### config.mk
export PLATFORM = sky130hd
export DESIGN_NAME = ring_tx_port
export DESIGN_NICKNAME = d
export VERILOG_FILES = /design/src/rtl/ring_pkg.sv /design/src/rtl/ring_credit_cnt.sv /design/src/rtl/ring_tx_port.sv
export SDC_FILE = /design/constraint.sdc
export NUM_CORES = 1
export LEC_CHECK = 0
export ABC_CLOCK_PERIOD_IN_PS = 4300
export CAP_MARGIN = 5
export CORE_AREA = 3 3 111 60
export CTS_CLUSTER_SIZE = 10
export DETAILED_ROUTE_END_ITERATION = 16
export DIE_AREA = 0 0 114 63
export PLACE_DENSITY = 0.71
export REMOVE_ABC_BUFFERS = 1
export SLEW_MARGIN = 25
export SYNTH_ARGS = -nofsm -noshare
export SYNTH_HDL_FRONTEND = slang
export SYNTH_SLANG_ARGS = --single-unit
### constraint.sdc
create_clock -name clk -period 4.3 [get_ports clk]
set_clock_uncertainty 0.2 [all_clocks]
set_input_delay 0.645 -clock clk [delete_from_list [all_inputs] [get_ports clk]]
set_output_delay 0.645 -clock clk [all_outputs]
set_load 0.005 [all_outputs]
### src/rtl/ring_pkg.sv
// Shared types and default sizing for the ring station egress and ingress logic.
package ring_pkg;

    typedef enum logic [1:0] {
        IDLE,
        PASS,
        LOCAL
    } tx_state_e;

    localparam int DEF_PKT_LEN = 4;
    localparam int DEF_CREDITS = 2;

endpackage

### src/rtl/ring_credit_cnt.sv
// Credit counter mirroring a downstream buffer of CREDITS entries.
// The same block tracks credits on the station ingress side.
module ring_credit_cnt
    import ring_pkg::*;
#(
    parameter int CREDITS = DEF_CREDITS
) (
    input  logic                           clk,
    input  logic                           rst,
    input  logic                           iSend,
    input  logic                           iRet,
    output logic [$clog2(CREDITS+1)-1:0]   oCnt,
    output logic                           oAvail
);

    localparam int            CW   = $clog2(CREDITS + 1);
    localparam logic [CW-1:0] FULL = CW'(CREDITS);
    localparam logic [CW-1:0] ONE  = CW'(1);

    // A send and a return in the same cycle cancel; a return while full saturates.
    always_ff @(posedge clk) begin
        if (rst) begin
            oCnt <= FULL;
        end else if (iSend && !iRet) begin
            oCnt <= oCnt - ONE;
        end else if (iRet && !iSend && oCnt != FULL) begin
            oCnt <= oCnt + ONE;
        end
    end

    assign oAvail = (oCnt != '0);

    always_ff @(posedge clk) begin
        if (!rst) begin
            creditOverflow: assert (!(iRet && oCnt == FULL));
        end
    end

endmodule

### src/rtl/ring_tx_port.sv
// Ring station egress: packet-granular arbitration between local inject and pass-through,
// credit-gated, one registered flit per cycle. Define RING_TX_PERF_EN to add perf counters.
module ring_tx_port
    import ring_pkg::*;
#(
    parameter int WIDTH      = 32,
    parameter int CREDITS    = DEF_CREDITS,
    parameter int PKT_LEN    = DEF_PKT_LEN,
    parameter int STARVE_MAX = 8
) (
    input  logic                           clk,
    input  logic                           rst,
    input  logic                           iLocEmpty,
    input  logic [WIDTH-1:0]               iLocDat,
    output logic                           oLocRdEn,
    input  logic                           iPassVld,
    input  logic [WIDTH-1:0]               iPassDat,
    output logic                           oPassRdy,
    input  logic                           iCreditRet,
    output logic                           oTxVld,
    output logic [WIDTH-1:0]               oTxDat,
    output logic                           oTxLast,
    output logic [$clog2(CREDITS+1)-1:0]   oCredits
`ifdef RING_TX_PERF_EN
    ,
    output logic [31:0]                    oPerfFlits,
    output logic [31:0]                    oPerfCredStall,
    output logic [31:0]                    oPerfStarve
`endif
);

    localparam int            BW         = (PKT_LEN > 1) ? $clog2(PKT_LEN) : 1;
    localparam int            SW         = $clog2(STARVE_MAX + 1);
    localparam logic [BW-1:0] LAST_BEAT  = BW'(PKT_LEN - 1);
    localparam logic [BW-1:0] BEAT_ONE   = BW'(1);
    localparam logic [SW-1:0] STARVE_TOP = SW'(STARVE_MAX);
    localparam logic [SW-1:0] STARVE_ONE = SW'(1);

    tx_state_e        state;
    tx_state_e        stateNext;
    logic [BW-1:0]    beat;
    logic [SW-1:0]    starveCnt;
    logic             activeLocal;
    logic             activePass;
    logic             hasData;
    logic             xfer;
    logic             lastBeat;
    logic             credAvail;
    logic [WIDTH-1:0] txDatNext;

    ring_credit_cnt #(
        .CREDITS (CREDITS)
    ) uCredit (
        .clk    (clk),
        .rst    (rst),
        .iSend  (xfer),
        .iRet   (iCreditRet),
        .oCnt   (oCredits),
        .oAvail (credAvail)
    );

    // The grant is only committed when beat 0 actually moves, so a credit-starved
    // IDLE cycle re-arbitrates on the next cycle instead of locking in a source.
    always_comb begin
        stateNext   = state;
        activeLocal = 1'b0;
        activePass  = 1'b0;
        unique case (state)
            IDLE: begin
                if (!iLocEmpty && (!iPassVld || starveCnt == STARVE_TOP)) begin
                    activeLocal = 1'b1;
                end else if (iPassVld) begin
                    activePass = 1'b1;
                end
            end
            PASS:    activePass  = 1'b1;
            LOCAL:   activeLocal = 1'b1;
            default: stateNext   = IDLE;
        endcase

        hasData   = (activeLocal && !iLocEmpty) || (activePass && iPassVld);
        xfer      = credAvail && hasData;
        lastBeat  = (beat == LAST_BEAT);
        txDatNext = activeLocal ? iLocDat : iPassDat;

        if (xfer) begin
            if (lastBeat) begin
                stateNext = IDLE;
            end else if (state == IDLE) begin
                stateNext = activeLocal ? LOCAL : PASS;
            end
        end
    end

    assign oLocRdEn = xfer && activeLocal;
    assign oPassRdy = xfer && activePass;

    always_ff @(posedge clk) begin
        if (rst) begin
            state     <= IDLE;
            beat      <= '0;
            starveCnt <= '0;
            oTxVld    <= 1'b0;
            oTxDat    <= '0;
            oTxLast   <= 1'b0;
        end else begin
            state   <= stateNext;
            oTxVld  <= xfer;
            oTxLast <= xfer && lastBeat;
            if (xfer) begin
                oTxDat <= txDatNext;
                beat   <= lastBeat ? '0 : beat + BEAT_ONE;
            end
            if (xfer && state == IDLE) begin
                if (activeLocal) begin
                    starveCnt <= '0;
                end else if (!iLocEmpty && starveCnt != STARVE_TOP) begin
                    starveCnt <= starveCnt + STARVE_ONE;
                end
            end
        end
    end

`ifdef RING_TX_PERF_EN
    always_ff @(posedge clk) begin
        if (rst) begin
            oPerfFlits     <= '0;
            oPerfCredStall <= '0;
            oPerfStarve    <= '0;
        end else begin
            if (xfer) begin
                oPerfFlits <= oPerfFlits + 32'd1;
            end
            if (hasData && !credAvail) begin
                oPerfCredStall <= oPerfCredStall + 32'd1;
            end
            if (state == IDLE && !iLocEmpty && activePass && xfer) begin
                oPerfStarve <= oPerfStarve + 32'd1;
            end
        end
    end
`endif

endmodule

; Word-level counts from Yosys, hierarchy flattened
; Index checks and enable logic that the tools add are counted.
; Widths: inputs -> output; s select.
[classes]
addsub = 4
eq_ne = 6
mux = 16
n_reduce_logical = 24
[op_table]
columns = op, n
row1 = $mux 32, 1
row2 = $mux 2, 8
row3 = $logic_and 1x1->1, 12
row4 = $mux 4, 2
row5 = $reduce_bool 2->1, 3
row6 = $add 2x1->2 const B, 2
row7 = $add 4x1->4 const B, 1
row8 = $eq 2x2->1 const B, 2
row9 = $eq 4x4->1 const B, 1
row10 = $logic_not 1->1, 4
row11 = $ne 4x4->1 const B, 1
row12 = $pmux 1 s2, 2
row13 = $mux 1, 3
row14 = $reduce_or 3->1, 1
row15 = $eq 2x1->1 const B, 1
row16 = $logic_not 2->1, 1
row17 = $logic_or 1x1->1, 2
row18 = $ne 2x2->1 const B, 1
row19 = $reduce_and 2->1, 1
row20 = $sub 2x1->2 const B, 1
[word_totals]
out_inout_bits = 38
reg_bits = 44
in_bits = 69

; Logic depth before layout (Yosys ltp)
; Gate-level depths: netlist of the first run.
[depth]
depth_word = 13
depth_mapped = 8
depth_no_buf = 6

; By module
; Synthesis of the first run repeated with hierarchy kept, for this count alone.
[unflattened]
cells_unflattened = 253
hier_area_um2 = 2160.8
[by_module_without_submodules]
columns = module, cells_each, area_each_um2, n_inst, seq_area_each_um2
row1 = ring_tx_port, 240, 2048.2, 1, 840.8
row2 = ring_credit_cnt, 13, 112.6, 1, 40.0

; Worst setup path before layout of the first run
; OpenSTA, ideal clock, no wires.
[synth_path]
path_type = input-to-output
startpoint = in iPassVld
endpoint = out oLocRdEn
arrival_ps = 1520
stages = 5
slack_ps = 1935
cell_sequence = o21ba_2 > a21o_2 > buf_2 > clkbuf_1 > nor2_1
[synth_between]
elab_chain_len = 9
elab_cells_between_ends = 13
cone_classes = 5 x mux / 8 x reduce/logical
[synth_lines]
columns = element, line
row1 = "start, declared", ring_tx_port.sv:16  ; input logic iPassVld,
row2 = $logic_not 1->1, ring_tx_port.sv:70  ; if (!iLocEmpty && (!iPassVld || starveCnt == STARVE_TOP)) begin
row3 = $logic_or 1x1->1, ring_tx_port.sv:70
row4 = $logic_and 1x1->1, ring_tx_port.sv:70
row5 = $mux 1, ring_tx_port.sv:70
row6 = $pmux 1 s2, ring_tx_port.sv:68  ; unique case (state)
row7 = $logic_and 1x1->1, ring_tx_port.sv:81  ; hasData = (activeLocal && !iLocEmpty) || (activePass && iPassVld);
row8 = $logic_or 1x1->1, ring_tx_port.sv:81
row9 = $logic_and 1x1->1, ring_tx_port.sv:82  ; xfer = credAvail && hasData;
row10 = $logic_and 1x1->1 *, ring_tx_port.sv:95  ; assign oLocRdEn = xfer && activeLocal;
row11 = "end, declared", ring_tx_port.sv:15  ; output logic oLocRdEn,
; Every way passes the cells marked *; elsewhere a longest branch is shown, timed or not.

; Final worst setup path of the first run
; Ends and elaborated chain as after synthesis.

==> metrics.yaml, run 1 <==
run_status:
  outcome: "finished clean"
place:
  port-buffer-count: 106
  detailed_place.area_um2: 3100
  gp_congestion: 0.870
  place_hpwl_um: 4730
worst_setup_path:
  required_ns: 3.45
  critPathKind: "input port to output pin"
  cp_cell_sequence: "clkdlybuf4s50_1, o21ba_2, a21o_2, nor2_1, clkdlybuf4s50_1"
  worst_ep_arrival_time_ns: 2.64
  path_common_cell: "sky130_fd_sc_hd__clkdlybuf4s50_1"
  timing.critical_path.slowest_cell_delay_ns: 0.58
  cp_max_fo: 36
  crit_path_end_kind: "output pin"
  slowest_stage: "sky130_fd_sc_hd__a21o_2"
  timing.critical_path.from_type: "input port"
power_and_ir_drop:
  fraction_of_power_consumed_by_the_clock_network_pct: 31.1
  power.sequential.fraction_pct: 35.6
  p_per_area_nw_per_um2: 448
  switching_power_uw: 422
  vdd_drop_max_v: 0.000179
  power.leakage_uw: 0.00130
  combinationalPowerShare_pct: 33.4
  cellInternalPower_uw: 1050
  switch_share_pct: 28.7
detailed_routing:
  remaining_drc_errors: 0
  detail_route.vias_per_cell: 4.96
  drt-initial-drc-count: 93
  totalWireLength_um: 6460
  drt-wirelength-per-cell_um: 15.1
  dr_total_vias: 2123
  dr.pass1.iters: 4
  route.antenna.remaining_nets: 0
clock_tree:
  htree_num_levels: 2
  cts.sinks: 44
  postCtsResizedCells: 0
  clock_insertion_delay_worst_skew_ns: 0.28
  clk_transition_reported_paths_ns: 0.06
  postCtsHoldBufs: 0
  max-clock-path-buffers: 2
  tritoncts: "yes"
  num_cts_buffers: 5
  post_cts_buffers: 0
  ctsRootBufferMaster: "sky130_fd_sc_hd__clkbuf_16"
layout:
  most_common_cell_after_layout_fill_and_taps_aside: "sky130_fd_sc_hd__clkdlybuf4s50_1"
  layout_common_cells: "sky130_fd_sc_hd__clkdlybuf4s50_1, sky130_fd_sc_hd__dfxtp_1, sky130_fd_sc_hd__nand2_1, sky130_fd_sc_hd__a21oi_1, sky130_fd_sc_hd__nor2_1"
  drive_above_1_share_pct: 5.13
  fin_area_um2: 3280
  n_antenna_cell: 0
  total_number_of_nets_in_the_final_design: 422
  syn_to_final_growth_pct: 65.6
logic_synthesis:
  synth_area_leader_cell: "sky130_fd_sc_hd__dfxtp_1"
  synth_cells: 253
  synthesis.area_per_instance_um2: 7.83
  synth.yosys.seq_area_share_pct: 44.4
  synth_area_leaders: "sky130_fd_sc_hd__dfxtp_1, sky130_fd_sc_hd__a211oi_1, sky130_fd_sc_hd__a21oi_1"
  synth_largest_type_area_fraction_pct: 44.4
  synth.lib_cells_used.distinct: 32
  synth_area_um2: 1980
  synth.ff_latch_count: 44
  synth-warning-count: 0
min_path:
  holdCritPathClass: "register to register"
sta:
  setup_repair_after_global_routing_missed_its_margin: "no"
  slew_viol_final: 0
  worstMarginPinSlew_ns: 0.866
  tns_ns: 0
  final-setup-viol-count: 0
  hold_slack_ns: 0.263
  slew_headroom_pct: 42.1
  finalCritPeriodShare_pct: 81.0
  report.final.hold_viol_count: 0
  max_freq_mhz: 287
  final.min_clock_period_ns: 3.48
floorplanning:
  die_width_um: 114
  core-area_um2: 5860
  die_height_um: 63
  floorplan.io_pins: 107
  design.die.area_um2: 7180
  std_cell_rows: 20
  initial_utilization_pct: 33.8
global_routing:
  global_route.usage.total_pct: 18.3
  global_route_wire_length_before_repair_um: 10500
  global_route.overflow_total: 0
  grt_antenna_before_repair: 0
  largest_net_degree_at_the_start_of_global_routing: 37
  grt_pass1_vias: 2023
job:
  max-cap-violations: 0
## worst max-delay path: cells and delay by family
family	cells	cell delay, ns
simple gates	1	0.14
compound gates	2	0.79
buf+inv	2	1.04
## layer usage
metal	vias to the layer above	wire (µm)	GRT usage, %
met5	-	0	0
met2	85	2510	24.6
met4	0	25	4.00
li1	1077	-	-
met3	2	844	9.19
met1	959	3080	26.0
## path summary, 6_finish.rpt
kind	to	start	cells past startpoint	slack, ns
worst max-delay path	oLocRdEn	iPassVld	5	0.82
worst min register to register	beat[1]	beat[1]	2	0.26
worst min-delay path	beat[1]	beat[1]	2	0.26
worst max register to register	oTxDat[20]	starveCnt[0]	7	1.83
## stage by stage
stage | std cells | util [%] | power (µW) | worst slack (ns)
finish | 428 | 56.0 | 1470 | 0.819
global route | 428 | 56.0 | 1570 | 0.658
CTS | 428 | 56.0 | 1490 | 0.783
detailed placement | 420 | 52.9 | 1020 | 0.792
global placement | 420 | 52.9 | 1020 | 0.866
floorplan | 233 | - | 747 | 1.55
## power groups by stage
stage	clock, µW	sequential (µW)	combinational [µW]
2_1_floorplan	0	532	215
3_3_place_gp	0	529	489
3_5_place_dp	0	531	494
4_1_cts	473	523	497
5_1_grt	492	534	544
6_report	457	523	492
## registers in the layout, indices dropped and copies added (netlist names)
signal,flops
oTxLast,1
state,2
starveCnt,4
oTxDat,32
oTxVld,1
beat,2
uCredit.oCnt,2
## synth_stat cells
library cell                number
sky130_fd_sc_hd__nand2_1        40
sky130_fd_sc_hd__nor3_1          1
sky130_fd_sc_hd__and2_1          2
sky130_fd_sc_hd__or3_4           1
sky130_fd_sc_hd__or2b_1          1
sky130_fd_sc_hd__nand3_1         3
sky130_fd_sc_hd__nand4_1         1
sky130_fd_sc_hd__clkbuf_1       15
sky130_fd_sc_hd__a211oi_1       34
sky130_fd_sc_hd__inv_1           3
sky130_fd_sc_hd__or2_0           1
sky130_fd_sc_hd__a21oi_1        41
sky130_fd_sc_hd__nor2b_1         1
sky130_fd_sc_hd__ha_1            3
sky130_fd_sc_hd__or3_1           2
sky130_fd_sc_hd__a21boi_0        1
sky130_fd_sc_hd__nand2b_1        2
sky130_fd_sc_hd__o21ba_2         1
sky130_fd_sc_hd__a221oi_1        1
sky130_fd_sc_hd__xnor2_1         1
sky130_fd_sc_hd__a21oi_2         1
sky130_fd_sc_hd__nand4bb_1       1
sky130_fd_sc_hd__mux2i_1         1
sky130_fd_sc_hd__o21ai_0         2
sky130_fd_sc_hd__nand4b_1        1
sky130_fd_sc_hd__buf_2           5
sky130_fd_sc_hd__and3_1          1
sky130_fd_sc_hd__a21o_2          2
sky130_fd_sc_hd__dfxtp_1        44
sky130_fd_sc_hd__or4_1           1
sky130_fd_sc_hd__nor2_1         38
sky130_fd_sc_hd__o21a_1          1
## final cells by class
cell class,count,area (µm²)
Fill cell,571,2570
Clock buffer,7,153
Timing Repair Buffer,110,1090
Clock inverter,1,30.0
Tap cell,77,96.3
Inverter,3,11.3
Multi-Input combinational cell,186,1020
Sequential cell,44,881
## cells by family after synthesis
logic type / after synthesis / share of synthesized area, %
muxes: 1 / 0.505
adders and majority gates: 3 / 1.89
buffers and inverters: 23 / 4.67
DFF: 44 / 44.4
and+or+nand+nor: 97 / 21.3
AOI/OAI and AO/OA: 84 / 26.8
xor gates and xnor gates: 1 / 0.442
No activity file was read; power rests on OpenSTA's default activity.
==> run 2, diff against run 1 <==
ABC_CLOCK_PERIOD_IN_PS = 3560   (was 4300)
clock period = 3.56 ns   (was 4.3 ns; I/O delays follow)
==> metrics.yaml, run 2 (synthesized netlist as in run 1, its figures left out) <==
detailed_routing:
  drt-wirelength-per-cell_um: 15.2
  remaining_drc_errors: 0
  totalWireLength_um: 6530
  dr.pass1.iters: 4
  detail_route.vias_per_cell: 4.99
  drt-initial-drc-count: 119
  route.antenna.remaining_nets: 0
  dr_total_vias: 2146
floorplanning:
  die_width_um: 114
  die_height_um: 63
  initial_utilization_pct: 33.8
  std_cell_rows: 20
  floorplan.io_pins: 107
  core-area_um2: 5860
  design.die.area_um2: 7180
power_and_ir_drop:
  switching_power_uw: 516
  power.sequential.fraction_pct: 37.2
  combinationalPowerShare_pct: 35.5
  fraction_of_power_consumed_by_the_clock_network_pct: 27.3
  p_per_area_nw_per_um2: 518
  cellInternalPower_uw: 1190
  total_power_uw: 1700
  switch_share_pct: 30.3
  power.leakage_uw: 0.00130
  vdd_drop_max_v: 0.000279
layout:
  total_number_of_nets_in_the_final_design: 424
  max_ffs_per_register: 32
  reg.largest.list: "oTxDat (32), starveCnt (4)"
  filler_cell_count_in_the_final_layout: 556
  fin_area_um2: 3290
  syn_to_final_growth_pct: 65.8
  drive_above_1_share_pct: 5.10
  largest_register: "oTxDat"
  n_antenna_cell: 0
  layout_common_cells: "sky130_fd_sc_hd__clkdlybuf4s50_1, sky130_fd_sc_hd__dfxtp_1, sky130_fd_sc_hd__nand2_1, sky130_fd_sc_hd__a21oi_1, sky130_fd_sc_hd__nor2_1"
  most_common_cell_after_layout_fill_and_taps_aside: "sky130_fd_sc_hd__clkdlybuf4s50_1"
clock_tree:
  post_cts_buffers: 0
  clock_insertion_delay_worst_skew_ns: 0.29
  htree_num_levels: 2
  num_cts_buffers: 5
  postCtsResizedCells: 0
  tritoncts: "yes"
  ctsRootBufferMaster: "sky130_fd_sc_hd__clkbuf_16"
  clk_transition_reported_paths_ns: 0.06
  max-clock-path-buffers: 2
  cts.sinks: 44
  postCtsHoldBufs: 0
sta:
  max_freq_mhz: 329
  final.min_clock_period_ns: 3.04
  worstMarginPinSlew_ns: 0.965
  final-setup-viol-count: 0
  slew_viol_final: 0
  tns_ns: 0
  setup_ws_ns: 0.523
  setup_repair_after_global_routing_missed_its_margin: "no"
  report.final.hold_viol_count: 0
  finalCritPeriodShare_pct: 85.3
  slew_headroom_pct: 35.5
worst_setup_path:
  regToRegSetupSlack_ns: 1.21
  required_ns: 2.83
  worstSetupStartpoint: "iLocEmpty"
  cp-endpoint: "oPassRdy"
  regToRegStartpoint: "starveCnt[0]"
  worst_ep_arrival_time_ns: 2.30
  crit_path_end_kind: "output pin"
  reg2regPathDepth: 7
  cp_max_fo: 11
  timing.critical_path.slowest_cell_delay_ns: 0.54
  path_common_cell: "sky130_fd_sc_hd__clkdlybuf4s50_1"
  cp_cell_sequence: "clkdlybuf4s50_1, or2_0, a21o_2, a21oi_1, clkdlybuf4s50_1"
  critPathKind: "input port to output pin"
  slowest_stage: "sky130_fd_sc_hd__clkdlybuf4s50_1"
  timing.critical_path.from_type: "input port"
  worst_r2r_endpoint: "oTxDat[24]"
global_routing:
  global_route_wire_length_before_repair_um: 10500
  global_route.overflow_total: 0
  largest_net_degree_at_the_start_of_global_routing: 36
  grt_antenna_before_repair: 0
  grt_pass1_vias: 2087
  global_route.usage.total_pct: 18.6
place:
  detailed_place.area_um2: 3140
  post-place-ws_ns: 0.535
  port-buffer-count: 106
  place_hpwl_um: 4670
  gp_congestion: 0.800
min_path:
  holdCritPathClass: "register to register"
run_status:
  outcome: "finished clean"
job:
  max-cap-violations: 0
-- run 2: cell types whose count changed in the layout (fill, tap and decap cells not counted), sizes merged --
cell and change:
bufinv -1, buf +2, clkbuf +1
-- run 2: worst min path at each step --
stage | start | to | slack (ns) | cells past startpoint
CTS | beat[1] | beat[1] | 0.26 | 2
finish | beat[1] | beat[1] | 0.26 | 2
global placement | beat[1] | beat[1] | 0.25 | 2
floorplan | beat[1] | beat[1] | 0.23 | 2
global route | beat[1] | beat[1] | 0.29 | 2
detailed placement | beat[1] | beat[1] | 0.25 | 2
-- run 2: cell type report --
type	count	area (µm²)	area share (%)
repair buffers	112	1130	34.4
multi-input cells	186	1020	31.0
flip-flops and latches	44	881	26.8
clock buffers	8	146	4.46
well taps	77	96.3	2.93
inverters	3	11.3	0.343
-- run 2: power groups by stage --
stage	Combinational, µW	Sequential (µW)	Clock (µW)
floorplan	260	643	0
global placement	602	638	0
detailed placement	608	642	0
CTS	611	633	480
global route	673	646	499
finish	604	633	466
-- run 2: stage by stage --
| step | hold WS, ns | std cells | utilization, % |
|---|---|---|---|
| 4_1_cts | 0.263 | 430 | 56.1 |
| 3_5_place_dp | 0.255 | 422 | 53.6 |
| 5_1_grt | 0.291 | 430 | 56.1 |
| 3_3_place_gp | 0.248 | 422 | 53.6 |
| 2_1_floorplan | 0.234 | 233 | - |
| 6_report | 0.261 | 430 | 56.1 |
-- run 2: critical path, delay by kind of cell --
kind                   cells  cell delay [ns]
buffers and inverters      2             0.98
AO/OA/AOI/OAI              2             0.46
AND/OR/NAND/NOR            1             0.33
-- run 2: routing by layer --
layer / vias to the layer above / share of wire (%) / global-route usage [%]
li1: 1080 / - / -
met3: 7 / 11 / 8.80
met5: - / 0 / 0
met4: 0 / 1.3 / 5.78
met2: 91 / 40 / 26.7
met1: 968 / 47 / 24.6
==> run 3, diff against run 2 <==
SKIP_LAST_GASP = 1   (was default)
==> results of run 3 <==
No change in the layout: final DEF, timing and power equal those of run 2.
